--- config.mk ---
export PLATFORM = sky130hd
export DESIGN_NAME = bcd_countdown
export DESIGN_NICKNAME = d
export VERILOG_FILES = /design/src/rtl/bcd_countdown.sv
export SDC_FILE = /design/constraint.sdc
export NUM_CORES = 1
export LEC_CHECK = 0
export ABC_AREA = 0
export ABC_CLOCK_PERIOD_IN_PS = 3500
export BUFFER_PORTS_ARGS = -buffer_cell sky130_fd_sc_hd__buf_2
export CORE_MARGIN = 2
export CORE_UTILIZATION = 55
export CTS_CLUSTER_DIAMETER = 100
export DETAILED_ROUTE_END_ITERATION = 7
export PLACE_DENSITY = 0.87
export SLEW_MARGIN = 25
export SYNTH_ARGS = -nofsm -noshare
export SYNTH_HDL_FRONTEND = slang
export SYNTH_SLANG_ARGS = --single-unit
--- constraint.sdc ---
create_clock -name clk -period 3.5 [get_ports clk]
set_input_delay 0.175 -clock clk [delete_from_list [all_inputs] [get_ports clk]]
set_output_delay 0.175 -clock clk [all_outputs]
set_load 0.02 [all_outputs]
--- src/rtl/bcd_countdown.sv ---
// MM:SS BCD countdown timer with load/start/stop control and a one-cycle done pulse.
// Asynchronous active-low reset; all outputs are registered.
module bcd_countdown #(
  parameter int SEC_TENS_MAX = 5,
  parameter int MIN_TENS_MAX = 9
) (
  input  logic       clk,
  input  logic       reset,
  input  logic       en,
  input  logic       load,
  input  logic       start,
  input  logic       stop,
  input  logic [7:0] min_in,
  input  logic [7:0] sec_in,
  output logic [7:0] min,
  output logic [7:0] sec,
  output logic       running,
  output logic       done
);

  typedef enum logic [1:0] {IDLE, RUN, PAUSED, DONE} state_t;

  localparam logic [3:0] SEC_TMAX = 4'(SEC_TENS_MAX);
  localparam logic [3:0] MIN_TMAX = 4'(MIN_TENS_MAX);

  state_t     state_reg, state_next;
  logic [7:0] min_reg, min_next;
  logic [7:0] sec_reg, sec_next;
  logic       running_reg;
  logic       done_reg, done_next;
  logic [7:0] dec_min, dec_sec;
  logic       count_zero;

  // An over-range tens digit clamps the whole field to its largest legal value
  // (e.g. A5 -> 99); otherwise only an over-range ones digit is clamped to 9.
  function automatic logic [7:0] clamp_bcd(input logic [7:0] v, input logic [3:0] tmax);
    logic [7:0] r;
    r = v;
    if (v[7:4] > tmax)
      r = {tmax, 4'd9};
    else if (v[3:0] > 4'd9)
      r = {v[7:4], 4'd9};
    return r;
  endfunction

  assign count_zero = (min_reg == 8'h00) && (sec_reg == 8'h00);

  // Borrow chain: sec ones -> sec tens -> min ones -> min tens.
  always_comb begin
    dec_sec = sec_reg;
    dec_min = min_reg;
    if (sec_reg[3:0] != 4'd0) begin
      dec_sec[3:0] = sec_reg[3:0] - 4'd1;
    end else begin
      dec_sec[3:0] = 4'd9;
      if (sec_reg[7:4] != 4'd0) begin
        dec_sec[7:4] = sec_reg[7:4] - 4'd1;
      end else begin
        dec_sec[7:4] = SEC_TMAX;
        if (min_reg[3:0] != 4'd0) begin
          dec_min[3:0] = min_reg[3:0] - 4'd1;
        end else begin
          dec_min[3:0] = 4'd9;
          dec_min[7:4] = min_reg[7:4] - 4'd1;
        end
      end
    end
  end

  // A cycle with stop or start is consumed by it even when it has no effect,
  // so en is only honoured in a cycle where load, stop and start are all low.
  always_comb begin
    state_next = state_reg;
    min_next   = min_reg;
    sec_next   = sec_reg;
    done_next  = 1'b0;
    if (load) begin
      state_next = IDLE;
      min_next   = clamp_bcd(min_in, MIN_TMAX);
      sec_next   = clamp_bcd(sec_in, SEC_TMAX);
    end else if (stop) begin
      if (state_reg == RUN)
        state_next = PAUSED;
    end else if (start) begin
      if ((state_reg == IDLE || state_reg == PAUSED) && !count_zero)
        state_next = RUN;
    end else if (en && state_reg == RUN) begin
      min_next = dec_min;
      sec_next = dec_sec;
      if (dec_min == 8'h00 && dec_sec == 8'h00) begin
        state_next = DONE;
        done_next  = 1'b1;
      end
    end
  end

  always_ff @(posedge clk or negedge reset) begin
    if (!reset) begin
      state_reg   <= IDLE;
      min_reg     <= 8'h00;
      sec_reg     <= 8'h00;
      running_reg <= 1'b0;
      done_reg    <= 1'b0;
    end else begin
      state_reg   <= state_next;
      min_reg     <= min_next;
      sec_reg     <= sec_next;
      running_reg <= (state_next == RUN);
      done_reg    <= done_next;
    end
  end

  assign min     = min_reg;
  assign sec     = sec_reg;
  assign running = running_reg;
  assign done    = done_reg;

endmodule

==> impl_metrics.yaml <==
clock_tree:
  cts_tree: "built"
  clk_latency_ns: 0.31
  cts_max_level: 1
  cts_buffers: 3
  postCtsSetupRepairBufs: 0
  cts_resized: 0
  clk_path_buf_depth: 2
  path_clk_slew_ns: 0.12
  cts.sinks: 20
  ctsHoldBuffers: 1
  root_buffer: "clkbuf_4"
worst_setup_path:
  cp_cell_sequence: "or4_4, or4_4, o211a_1, a221o_1"
  timing.rr.end: "min[2]$_DFFE_PN0P_"
  cp_max_fo: 8
  worst_r2r_path_depth: 4
  cpPeakStageDelay_ns: 0.60
  cp.required_ns: 3.70
  cp_common_cell: "or4_4"
  start_kind: "flop"
  critPathSlowestCell: "or4_4"
  r2r_start: "sec[4]$_DFFE_PN0P_"
  crit_type: "reg2reg"
  cp.arrival_ns: 2.39
  endpoint_kind: "flop"
  regToRegSetupSlack_ns: 1.31
sta:
  finalHoldViolations: 0
  finClkSkew_ns: 0.00595
  rsz0062_at_grt: "false"
  period_share_pct: 62.5
  fin_crit_ns: 2.19
  slew_headroom_pct: 48.5
  fin_setup_tns_ns: 0
  clock.fmax_mhz: 457
  finalSetupViolCount: 0
  final_max_slew_viol_count: 0
  worst_slew_pin_slew_ns: 0.761
global_routing:
  grt_pass1_wl_um: 5930
  antenna_found_initial: 0
  grt_max_degree: 28
  gr-usage-all-layers_pct: 28.5
  grt_pass1_vias: 1308
  grt_overflow_total: 0
synthesis:
  avgSynthCellArea_um2: 8.65
  synthArstFlopShare_pct: 100
  synthesis.area_um2: 1330
  ys_seq_area_share_pct: 37.6
  yosysUniqueCellTypes: 49
  synth_edf_count: 0
  synth_top_area_share_pct: 37.6
  synthTopCellsByCount: "20 x dfrtp_1, 17 x nor2_1, 11 x nor3_1, 10 x nand2_1, 8 x o21ai_0"
  synthTopCellsByArea: "dfrtp_1 38%, nor2_1 4.8%, nor3_1 4.1%"
  syn_inst: 154
  ys_ff_latch: 20
  ys.flop_type: "dfrtp_1"
  yosysWarningCount: 0
  yosysMostFrequentCell: "dfrtp_1"
  synth_fp_nets: 178
  yosys.area.top_type: "dfrtp_1"
power:
  total_power_uw: 553
  p_leak_uw: 0.000684
  peakVddDrop_v: 0.000201
  powerDensity_nw_per_um2: 351
flow_run:
  maxCapViolCount: 0
routing:
  route.vias.total: 1406
  via_per_inst: 6.42
  ant_nets: 0
  totalWireLength_um: 3470
  wl_per_cell_um: 15.8
  drc_errors: 0
  drt_pre_antenna_iters: 4
  drt_iter0_drc: 44
layout:
  fin_area_um2: 1580
  antenna_cells: 0
  finish.net_count: 216
  area_growth_pct: 18.2
  drive_gt1_share_pct: 26.2
placement:
  place_area_um2: 1530
  place.gp.congestion: 0.899
  hpwlAfterDp_um: 2530
  port_buffers: 39
min_path:
  worstHoldStart: "sec_in[6]"
  hold_class: "in2reg"
  hold_path_depth: 2
  hold_end: "sec[5]$_DFFE_PN0P_"
floorplanning:
  core_um2: 2250
  rows: 17
  start_util_pct: 59.1
  dieHeight_um: 53.2
  num_io_pins: 40
  die_w_um: 53.2
  die_area_um2: 2830
outcome:
  outcome: "finished, final reports clean"
[layer usage]
metal  track usage [%]  share of wire (%)  vias to the layer above
met1              38.0                 43                      661
met4              13.7                1.9                        0
met2              44.2                 48                       70
li1                  -                  -                      664
met5                 0                  0                        -
met3              4.80                7.0                       11
[worst max-delay path: cells and delay by family (launching register included)]
| kind | cells | cell delay, ns |
|---|---|---|
| compound gates | 2 | 0.48 |
| flops | 1 | 0.43 |
| simple gates | 2 | 1.17 |
[layout make-up]
class,count,area [um2]
inverter,6,22.5
sequential,20,500
tap,28,35.0
fill,185,679
clock buffer,4,36.3
timing repair buffer,40,205
multi-input combinational,121,776
[cells in the final DEF (no fill, tap or decap), types with 3 or more instances in the layout]
cell	n
a21oi_1	4
a31oi_1	3
buf_2	39
clkbuf_4	3
dfrtp_1	20
inv_1	6
mux2i_1	3
nand2_1	10
nand3_1	4
nand4_1	3
nor2_1	17
nor3_1	11
nor3b_1	3
nor4_1	5
o21ai_0	8
o2bb2ai_1	3
or3_1	3
xnor2_1	3
[metrics by stage]
stage	worst slack [ns]	hold slack (ns)	utilization, %	instances
floorplan	1.24	-0.121	-	154
global placement	1.37	0.141	67.8	214
detailed placement	1.33	0.145	67.8	214
CTS	1.31	0.0750	69.9	219
global route	1.20	0.0851	69.9	219
finish	1.31	0.0823	69.9	219
[cell families after synthesis]
kind of cell,after synthesis,synth area share [%]
simple gates,76,32.4
compound gates,37,19.7
flops,20,37.6
buf+inv,13,4.23
xor+xnor,3,1.97
mux,3,2.25
fa+ha+maj,2,1.88
[how the worst max path moves through the flow]
stage	endpoint	slack, ns	from
final	min[2]$_DFFE_PN0P_	1.31	sec[4]$_DFFE_PN0P_
after global routing	running$_DFF_PN0_	1.20	min[4]$_DFFE_PN0P_
after CTS	min[2]$_DFFE_PN0P_	1.31	sec[4]$_DFFE_PN0P_
after detailed placement	min[2]$_DFFE_PN0P_	1.33	sec[4]$_DFFE_PN0P_
after global placement	min[2]$_DFFE_PN0P_	1.37	sec[4]$_DFFE_PN0P_
after floorplan	min[2]$_DFFE_PN0P_	1.24	sec[4]$_DFFE_PN0P_
[where the power goes]
part	switching (uW)	internal, uW	leakage (uW)
logic	82.8	57.6	0.000424
registers	25.7	248	0.000239
clock network	75.7	63.5	0.0000210
No activity file was read; power rests on OpenSTA's default activity.
